**config.mk**
```make
export PLATFORM = sky130hd
export DESIGN_NAME = pwm_serial_frame_gen
export DESIGN_NICKNAME = d
export VERILOG_FILES = /design/src/rtl/pwm_serial_frame_gen.sv
export SDC_FILE = /design/constraint.sdc
export NUM_CORES = 1
export LEC_CHECK = 0
export ABC_AREA = 1
export CAP_MARGIN = 20
export CORE_AREA = 5 5 142 144
export CTS_BUF_LIST = sky130_fd_sc_hd__clkbuf_4
export CTS_CLUSTER_SIZE = 10
export DETAILED_ROUTE_END_ITERATION = 10
export DIE_AREA = 0 0 147 149
export HOLD_SLACK_MARGIN = 0.02
export SLEW_MARGIN = 10
export SYNTH_ARGS = -nofsm -noshare
export SYNTH_HDL_FRONTEND = slang
export SYNTH_SLANG_ARGS = --single-unit
```
**constraint.sdc**
```tcl
create_clock -name clk -period 3.7 [get_ports clk]
set_input_delay 0.74 -clock clk [delete_from_list [all_inputs] [get_ports clk]]
set_output_delay 0.74 -clock clk [all_outputs]
set_load 0.01 [all_outputs]
```
**src/rtl/pwm_serial_frame_gen.sv**
```systemverilog
// Multi-channel PWM generator that serialises one bit per channel per frame onto a
// daisy-chained shift register, with shadowed duties applied only at period wrap.
module pwm_serial_frame_gen #(
    parameter int N_CH    = 8,
    parameter int CNT_W   = 8,
    parameter int PER_RST = 100
) (
    input  logic                    clk,
    input  logic                    reset_n,
    input  logic                    en,
    input  logic [CNT_W-1:0]        period,
    input  logic                    duty_we,
    input  logic [$clog2(N_CH)-1:0] duty_addr,
    input  logic [CNT_W-1:0]        duty_data,
    output logic                    s_out,
    output logic                    s_shift,
    output logic                    latch,
    output logic [N_CH-1:0]         pwm_par,
    output logic                    frame_start,
    output logic [CNT_W-1:0]        cnt
);

    localparam int KW = $clog2(N_CH);
    localparam logic [KW-1:0] K_LAST = KW'(N_CH - 1);

    typedef enum logic [1:0] {
        ST_IDLE,
        ST_SHIFT,
        ST_LATCH
    } state_t;

    state_t            state_reg, state_next;
    logic [KW-1:0]     k_reg, k_next;
    logic [CNT_W-1:0]  cnt_reg, cnt_next;
    logic [CNT_W-1:0]  period_act_reg, period_act_next;
    logic              s_out_reg, s_out_next;
    logic              s_shift_reg, s_shift_next;
    logic              latch_reg, latch_next;
    logic              frame_start_reg, frame_start_next;
    logic [N_CH-1:0]   pwm_par_reg;
    logic              wrap;
    logic              start_frame;
    logic [CNT_W-1:0]  duty_first;

    logic [CNT_W-1:0]  duty_act    [N_CH];
    logic [CNT_W-1:0]  duty_shadow [N_CH];
    logic [N_CH-1:0]   frame_buf;

    // Per-channel shadow/active duty pair and the frame capture bit.
    for (genvar gi = 0; gi < N_CH; gi++) begin : g_ch
        logic [CNT_W-1:0] shadow_reg;
        logic [CNT_W-1:0] act_reg;
        logic             buf_reg;
        logic             wr_hit;

        assign wr_hit = duty_we && (duty_addr == KW'(gi));

        always_ff @(posedge clk or negedge reset_n) begin
            if (!reset_n) begin
                shadow_reg <= '0;
                act_reg    <= '0;
                buf_reg    <= 1'b0;
            end else begin
                if (wr_hit) begin
                    shadow_reg <= duty_data;
                end
                if (wrap) begin
                    act_reg <= shadow_reg;
                end
                if (s_shift_next && (k_next == KW'(gi))) begin
                    buf_reg <= s_out_next;
                end
            end
        end

        assign duty_shadow[gi] = shadow_reg;
        assign duty_act[gi]    = act_reg;
        assign frame_buf[gi]   = buf_reg;
    end

    // The first bit of a frame that follows a wrap must already see the new duty.
    assign duty_first = wrap ? duty_shadow[N_CH-1] : duty_act[N_CH-1];

    always_comb begin
        state_next       = state_reg;
        k_next           = k_reg;
        cnt_next         = cnt_reg;
        period_act_next  = period_act_reg;
        wrap             = 1'b0;
        start_frame      = 1'b0;
        s_out_next       = 1'b0;
        s_shift_next     = 1'b0;
        latch_next       = 1'b0;
        frame_start_next = 1'b0;

        case (state_reg)
            ST_IDLE: begin
                if (en) begin
                    start_frame = 1'b1;
                end
            end
            ST_SHIFT: begin
                if (k_reg == '0) begin
                    state_next = ST_LATCH;
                    latch_next = 1'b1;
                end else begin
                    k_next       = k_reg - 1'b1;
                    s_shift_next = 1'b1;
                    s_out_next   = (cnt_reg < duty_act[k_next]);
                end
            end
            ST_LATCH: begin
                if (cnt_reg >= period_act_reg) begin
                    wrap            = 1'b1;
                    cnt_next        = '0;
                    period_act_next = period;
                end else begin
                    cnt_next = cnt_reg + 1'b1;
                end
                if (en) begin
                    start_frame = 1'b1;
                end else begin
                    state_next = ST_IDLE;
                end
            end
            default: begin
                state_next = ST_IDLE;
            end
        endcase

        if (start_frame) begin
            state_next       = ST_SHIFT;
            k_next           = K_LAST;
            s_shift_next     = 1'b1;
            s_out_next       = (cnt_next < duty_first);
            frame_start_next = (cnt_next == '0);
        end
    end

    always_ff @(posedge clk or negedge reset_n) begin
        if (!reset_n) begin
            state_reg       <= ST_IDLE;
            k_reg           <= '0;
            cnt_reg         <= '0;
            period_act_reg  <= CNT_W'(PER_RST);
            s_out_reg       <= 1'b0;
            s_shift_reg     <= 1'b0;
            latch_reg       <= 1'b0;
            frame_start_reg <= 1'b0;
            pwm_par_reg     <= '0;
        end else begin
            state_reg       <= state_next;
            k_reg           <= k_next;
            cnt_reg         <= cnt_next;
            period_act_reg  <= period_act_next;
            s_out_reg       <= s_out_next;
            s_shift_reg     <= s_shift_next;
            latch_reg       <= latch_next;
            frame_start_reg <= frame_start_next;
            if (latch_next) begin
                pwm_par_reg <= frame_buf;
            end
        end
    end

    assign s_out       = s_out_reg;
    assign s_shift     = s_shift_reg;
    assign latch       = latch_reg;
    assign frame_start = frame_start_reg;
    assign pwm_par     = pwm_par_reg;
    assign cnt         = cnt_reg;

endmodule

```
==> run metrics, run 1 <==
Total GRT Usage=16.2%; post-synthesis cell area=0.00756 mm²; Tmin final=3.25 ns; Synth top area share=54.9%; crit-path leading delay family=simple AND/OR/NAND/NOR gates; row count=50; final WL=16.9 mm; Reg2Reg Capture Point=g_ch[4].buf_reg; vias per cell=4.86; Crit-path slowest cell=dfstp_2; DR pass1 iterations=4; async set or reset register ratio after synthesis=100%; worst-margin pin slew=0.691 ns; final net count=967; synth top area cells=dfrtp_1 (55%), nand2_1 (16%), o21ai_0 (7.7%); synthesized area per cell=8.63 µm²; Int Power=3.38 mW; final non-filler cell total=1165; Slew Limit Fails=0; most common cell after layout, fill and taps aside=nand2_1; fin crit share=87.8%; Hold Path Class=in -> async; Sinks on Clock Net=169; post-CTS setup buffers=0; wire length per cell=14.5 µm; EDFF count, synth=0; Worst path most repeated cell=nand2_1; clock power share=21.3%; I/O pin total=43; buffers plus inverters on the worst setup path=2; input/output buffers=42; Seq/Total Area, Yosys=56.0%; Die Height=149 µm; setup_tns=0 ns; starting density of the core=40.7%; P_sw=2.01 mW; CP required=4.19 ns; Worst Reg2Reg Path Length in Cells=18; Routed Antenna Nets=0; Highest Clock Rate=308 MHz; R2R Path Start=period_act_reg[5]; GP Congestion=0.823; crit-path cells=inv_1 > ha_1 > a21oi_1 > nor2_1 > nor2_1 > nand3_1 > nand2_2 > buf_4 > nand2_1 > nor2_1 > ha_1 > nand2_1 > nor2_1 > a2111oi_0 > nand2_1 > nand2_4 > nand2_1 > nand2_1; Die Wd=147 µm; synth warn=0; launch point of the worst path=period_act_reg[5]; Synth Register Bits=169; Reg clk slew, reported paths=0.14 ns; largest net degree at the start of global routing=65; initial antenna violation count=1; Crit path largest cell delay=0.54 ns; area occupied by multi-input gates=0.00292 mm²; Cells after Synth=876; Max Cap Viol=0; dpl hpwl=11.2 mm; main flop type after synthesis=dfrtp_1; status=finished clean; post_cts resized=0; Reg power frac=42.0%; H-tree depth=4; syn nets=924; placed insts=1134; sw frac=37.3%; Root Buffer=clkbuf_4; clk_lat worst skew=0.55 ns; total grt overflow=0; VDD IR max=0.000316 V; critical path type=reg -> reg; clk buf depth=2; final hold viol count=0; max_slew headroom=53.8%; number of global-route vias before repair=5352; share of layout cells above drive strength 1=7.74%; Combinational Power Share=36.7%; LEAKAGE=4.52 nW; first-pass GRT wire length=28.3 mm; commonest non-fill, non-tap cells in the layout=nand2_1 (329), dfrtp_1 (166), o21ai_0 (116), inv_1 (61), nor2_1 (56); reg2reg setup slack=0.45 ns; vias post-DR=5665; clock skew=0.0223 ns; PwrDens=629 mW/mm²; synth-to-layout area growth=13.2%; RSZ-0062 raised after global routing=no; number of fill cells=1851; largest area contributor in the netlist=dfrtp_1; Register Area=0.00423 mm²; Startpoint Class=register; DR DRC count=0; CTS tree=yes; core area=0.0186 mm²; Crit Path Max Fanout=20; final setup fails=0; Num CTS Buffers=17; Iter 0 DRT Violations=302; CP endpoint kind=register; Post-CTS Hold Fix Bufs=0; WP data arrival=3.74 ns; Die ar.=0.0219 mm²; post-synth cell types=39
## how the worst max path moves through the flow
stage / to / cells after the start / slack (ns)
5_1_grt: g_ch[0].buf_reg / 18 / 0.05
3_5_place_dp: g_ch[4].buf_reg / 18 / 0.43
3_3_place_gp: g_ch[1].buf_reg / 18 / 0.46
6_report: g_ch[4].buf_reg / 18 / 0.45
4_1_cts: g_ch[4].buf_reg / 18 / 0.38
2_1_floorplan: g_ch[1].buf_reg / 17 / 0.24
## per-layer routing
metal	vias to the layer above	part of all wire, %	track usage [%]
met5	-	0	0
met4	0	1.1	4.38
met3	14	3.8	3.31
met2	103	44	24.5
met1	2669	51	23.7
li1	2879	-	-
## final cells by class
type                       count  share of cell area (%)
antenna                        1                  0.0292
clock buffer                  19                    1.67
clock inverter                11                    1.81
inverter                      70                    3.07
multi-input combinational    603                    34.1
sequential                   169                    49.4
tap                          234                    3.42
timing repair buffer          58                    6.47
## synthesized netlist by cell type (3+ instances only)
cell type / count
nand3_1: 6
inv_2: 7
nand2_1: 329
nor2_2: 4
inv_1: 62
a21oi_1: 22
dfstp_2: 3
ha_1: 25
buf_2: 10
o21ai_0: 116
xor2_1: 3
mux2i_1: 8
o21ai_1: 3
nor2_1: 56
clkbuf_1: 21
o221ai_1: 8
dfrtp_1: 166
## power groups by stage
stage          Clock, mW  Sequential (mW)  Combinational [mW]
2_1_floorplan          0             2.30                1.25
3_3_place_gp           0             2.29                1.97
3_5_place_dp           0             2.30                2.00
4_1_cts             1.19             2.26                2.00
5_1_grt             1.26             2.30                2.26
6_report            1.15             2.26                1.98
## stage by stage
stage	instance area, µm²	hold slack (ns)	util [%]	setup WS, ns	power (mW)
after global routing	8560	0.144	46.1	0.0525	5.82
final	8560	0.143	46.1	0.451	5.39
after CTS	8560	0.130	46.1	0.380	5.46
after global placement	8260	0.449	44.5	0.458	4.27
after detailed placement	8260	0.452	44.5	0.428	4.30
after floorplan	7560	0.442	-	0.238	3.55
## kinds of logic after synthesis
family / after synthesis / synth area share (%)
AO/OA/AOI/OAI: 158 / 11.4
flip-flops: 169 / 56.0
XOR/XNOR: 4 / 0.563
multiplexers: 8 / 1.06
buffers and inverters: 104 / 5.53
AND/OR/NAND/NOR: 408 / 21.4
adder cells (fa/ha/maj): 25 / 4.14
No activity file was read; power rests on OpenSTA's default activity.
==> run 2: changes to the inputs <==
--- a/config.mk
+++ b/config.mk
@@ -12,8 +12,9 @@
 export CTS_CLUSTER_SIZE = 10
 export DETAILED_ROUTE_END_ITERATION = 10
 export DIE_AREA = 0 0 147 149
+export GPL_TIMING_DRIVEN = 0
 export HOLD_SLACK_MARGIN = 0.02
-export SLEW_MARGIN = 10
+export SLEW_MARGIN = 20
 export SYNTH_ARGS = -nofsm -noshare
 export SYNTH_HDL_FRONTEND = slang
 export SYNTH_SLANG_ARGS = --single-unit
==> run metrics, run 2 (synthesis gave the netlist of run 1 again) <==
sw frac=38.8% (was 37.3%); Routed Antenna Nets=0 (unchanged); Sinks on Clock Net=169 (unchanged); status=finished clean (unchanged); CP required=4.22 ns (was 4.19 ns); Hold Path Class=in -> async (unchanged); P_sw=2.07 mW (was 2.01 mW); Max Cap Viol=0 (unchanged); total grt overflow=0 (unchanged); Iter 0 DRT Violations=426 (was 302); Post-CTS Hold Fix Bufs=0 (unchanged); DP Area=0.00831 mm² (was 0.00826 mm²); Tmin final=3.46 ns (was 3.25 ns); synth-to-layout area growth=14.3% (was 13.2%); Worst Reg2Reg Path Length in Cells=15 (was 18); max_slew headroom=28.1% (was 53.8%); number of global-route vias before repair=5373 (was 5352); Worst path most repeated cell=nand2_1 (unchanged); Reg power frac=42.7% (was 42.0%); final net count=985 (was 967); row count=50 (unchanged); share of layout cells above drive strength 1=8.32% (was 7.74%); worst-margin pin slew=1.07 ns (was 0.691 ns); Combinational Power Share=36.6% (was 36.7%); critical path type=reg -> reg (unchanged); Total GRT Usage=17.0% (was 16.2%); Crit Path Max Fanout=15 (was 20); RSZ-0062 raised after global routing=no (unchanged); final core utilization=46.5% (was 46.1%); number of fill cells=1847 (was 1851); Min Hold Slack=0.117 ns (was 0.143 ns); Root Buffer=clkbuf_4 (unchanged); GP Congestion=0.808 (was 0.823); met2 WL=7.87 mm (was 7.43 mm); Highest Clock Rate=289 MHz (was 308 MHz); PwrDens=616 mW/mm² (was 629 mW/mm²); most common cell after layout, fill and taps aside=nand2_1 (unchanged); Final WS setup=0.244 ns (was 0.451 ns); VDD IR max=0.000327 V (was 0.000316 V); H-tree depth=4 (unchanged); LEAKAGE=4.54 nW (was 4.52 nW); final hold viol count=0 (unchanged); crit-path cells=clkinvlp_4 > clkbuf_4 > ha_4 > clkbuf_2 > o21ai_0 > o221ai_1 > o21ai_0 > ha_1 > a21oi_1 > o21bai_1 > a2111oi_0 > nand2_1 > nand2_4 > nand2_1 > nand2_1 (was inv_1 > ha_1 > a21oi_1 > nor2_1 > nor2_1 > nand3_1 > nand2_2 > buf_4 > nand2_1 > nor2_1 > ha_1 > nand2_1 > nor2_1 > a2111oi_0 > nand2_1 > nand2_4 > nand2_1 > nand2_1); dpl hpwl=12.6 mm (was 11.2 mm); Reg clk slew, reported paths=0.16 ns (was 0.14 ns); met3 wire len=1.02 mm (was 641 µm); vias per cell=4.86 (about the same); WP data arrival=3.97 ns (was 3.74 ns); vias post-DR=5758 (was 5665); Crit path largest cell delay=0.43 ns (was 0.54 ns); M1 WL=8.88 mm (was 8.62 mm); CP endpoint kind=register (unchanged); clk buf depth=2 (unchanged); largest net degree at the start of global routing=96 (was 65); Die Height=149 µm (unchanged); wire length per cell=15.2 µm (was 14.5 µm); pre-CTS WS=-0.785 ns (was 0.428 ns); Register Area=0.00423 mm² (unchanged); Num CTS Buffers=17 (unchanged); Die ar.=0.0219 mm² (unchanged); Startpoint Class=register (unchanged); Crit-path slowest cell=dfrtp_1 (was dfstp_2); area occupied by multi-input gates=0.00294 mm² (was 0.00292 mm²); DR top layer=met4 (unchanged); DR pass1 iterations=7 (was 4); I/O pin total=43 (unchanged); DR DRC count=0 (unchanged); final setup fails=0 (unchanged); final WL=18.0 mm (was 16.9 mm); input/output buffers=42 (unchanged); Slew Limit Fails=0 (unchanged); Int Power=3.26 mW (was 3.38 mW); Post-Layout Inst Area=0.00865 mm² (was 0.00856 mm²); initial antenna violation count=1 (unchanged); clock skew=0.0280 ns (was 0.0223 ns); Die Wd=147 µm (unchanged); CTS tree=yes (unchanged); starting density of the core=40.7% (unchanged); first-pass GRT wire length=29.3 mm (was 28.3 mm); fin crit share=93.4% (was 87.8%); clock power share=20.8% (was 21.3%); overall power=5.33 mW (was 5.39 mW); core area=0.0186 mm² (unchanged); clk_lat worst skew=0.58 ns (was 0.55 ns); commonest non-fill, non-tap cells in the layout=nand2_1 (329), dfrtp_1 (166), o21ai_0 (116), inv_1 (61), nor2_1 (56) (unchanged)
## run 2: cell types whose count changed in the layout (fill, tap and decap cells not counted), sizes merged
cell and delta:
clkinvlp +4, buf -1, clkbuf +17, bufinv -2, inv +2
## run 2: final cells by class
type / count / share of cell area, %
tap: 234 / 3.39
antenna: 1 / 0.0289
multi-input combinational: 603 / 34.0
buffer: 32 / 1.81
inverter: 70 / 3.08
sequential: 169 / 48.9
clock inverter: 15 / 1.98
timing repair buffer: 44 / 5.32
clock buffer: 17 / 1.48
## run 2: what timing repair did
item	CTS	global route
gates resized for setup	4	11
endpoints found under the setup margin	9	9
hold endpoints to repair	0	0
buffers inserted	0	1
## run 2: power groups by stage
| stage | clock network [mW] | logic, mW | registers (mW) |
|---|---|---|---|
| final | 1.11 | 1.95 | 2.27 |
| after global routing | 1.24 | 2.20 | 2.31 |
| after CTS | 1.14 | 1.93 | 2.27 |
| after detailed placement | 0 | 1.90 | 2.31 |
| after global placement | 0 | 1.87 | 2.30 |
| after floorplan | 0 | 1.25 | 2.30 |
## run 2: worst paths after layout
kind                                       start               endpoint  slack, ns
max                                     k_reg[0]        g_ch[2].buf_reg       0.24
min                                      reset_n            frame_start       0.12
min reg2reg                g_ch[1].shadow_reg[1]     g_ch[1].act_reg[1]       0.47
min in group clk           g_ch[1].shadow_reg[1]     g_ch[1].act_reg[1]       0.47
max reg2reg                             k_reg[0]        g_ch[2].buf_reg       0.24
max in group asynchronous                reset_n  g_ch[3].shadow_reg[7]       2.70
## run 2: worst max-delay path: cells and delay by family (launching register included)
family | cells | cell delay, ns
AOI/OAI and AO/OA | 6 | 1.12
adders and majority gates | 2 | 0.73
buffers and inverters | 3 | 0.68
DFF | 1 | 0.43
and+or+nand+nor | 4 | 0.41
## run 2: metrics by stage
stage | setup TNS [ns] | instances
2_1_floorplan | 0 | 876
3_3_place_gp | -877.29 | 1152
3_5_place_dp | -6.86 | 1153
4_1_cts | 0 | 1183
5_1_grt | 0 | 1185
6_report | 0 | 1185
## run 2: layer usage
layer	GRT usage [%]	vias up
met1	25.3	2678
met3	4.01	16
met4	3.77	0
li1	-	2919
met2	25.4	145
met5	0	-
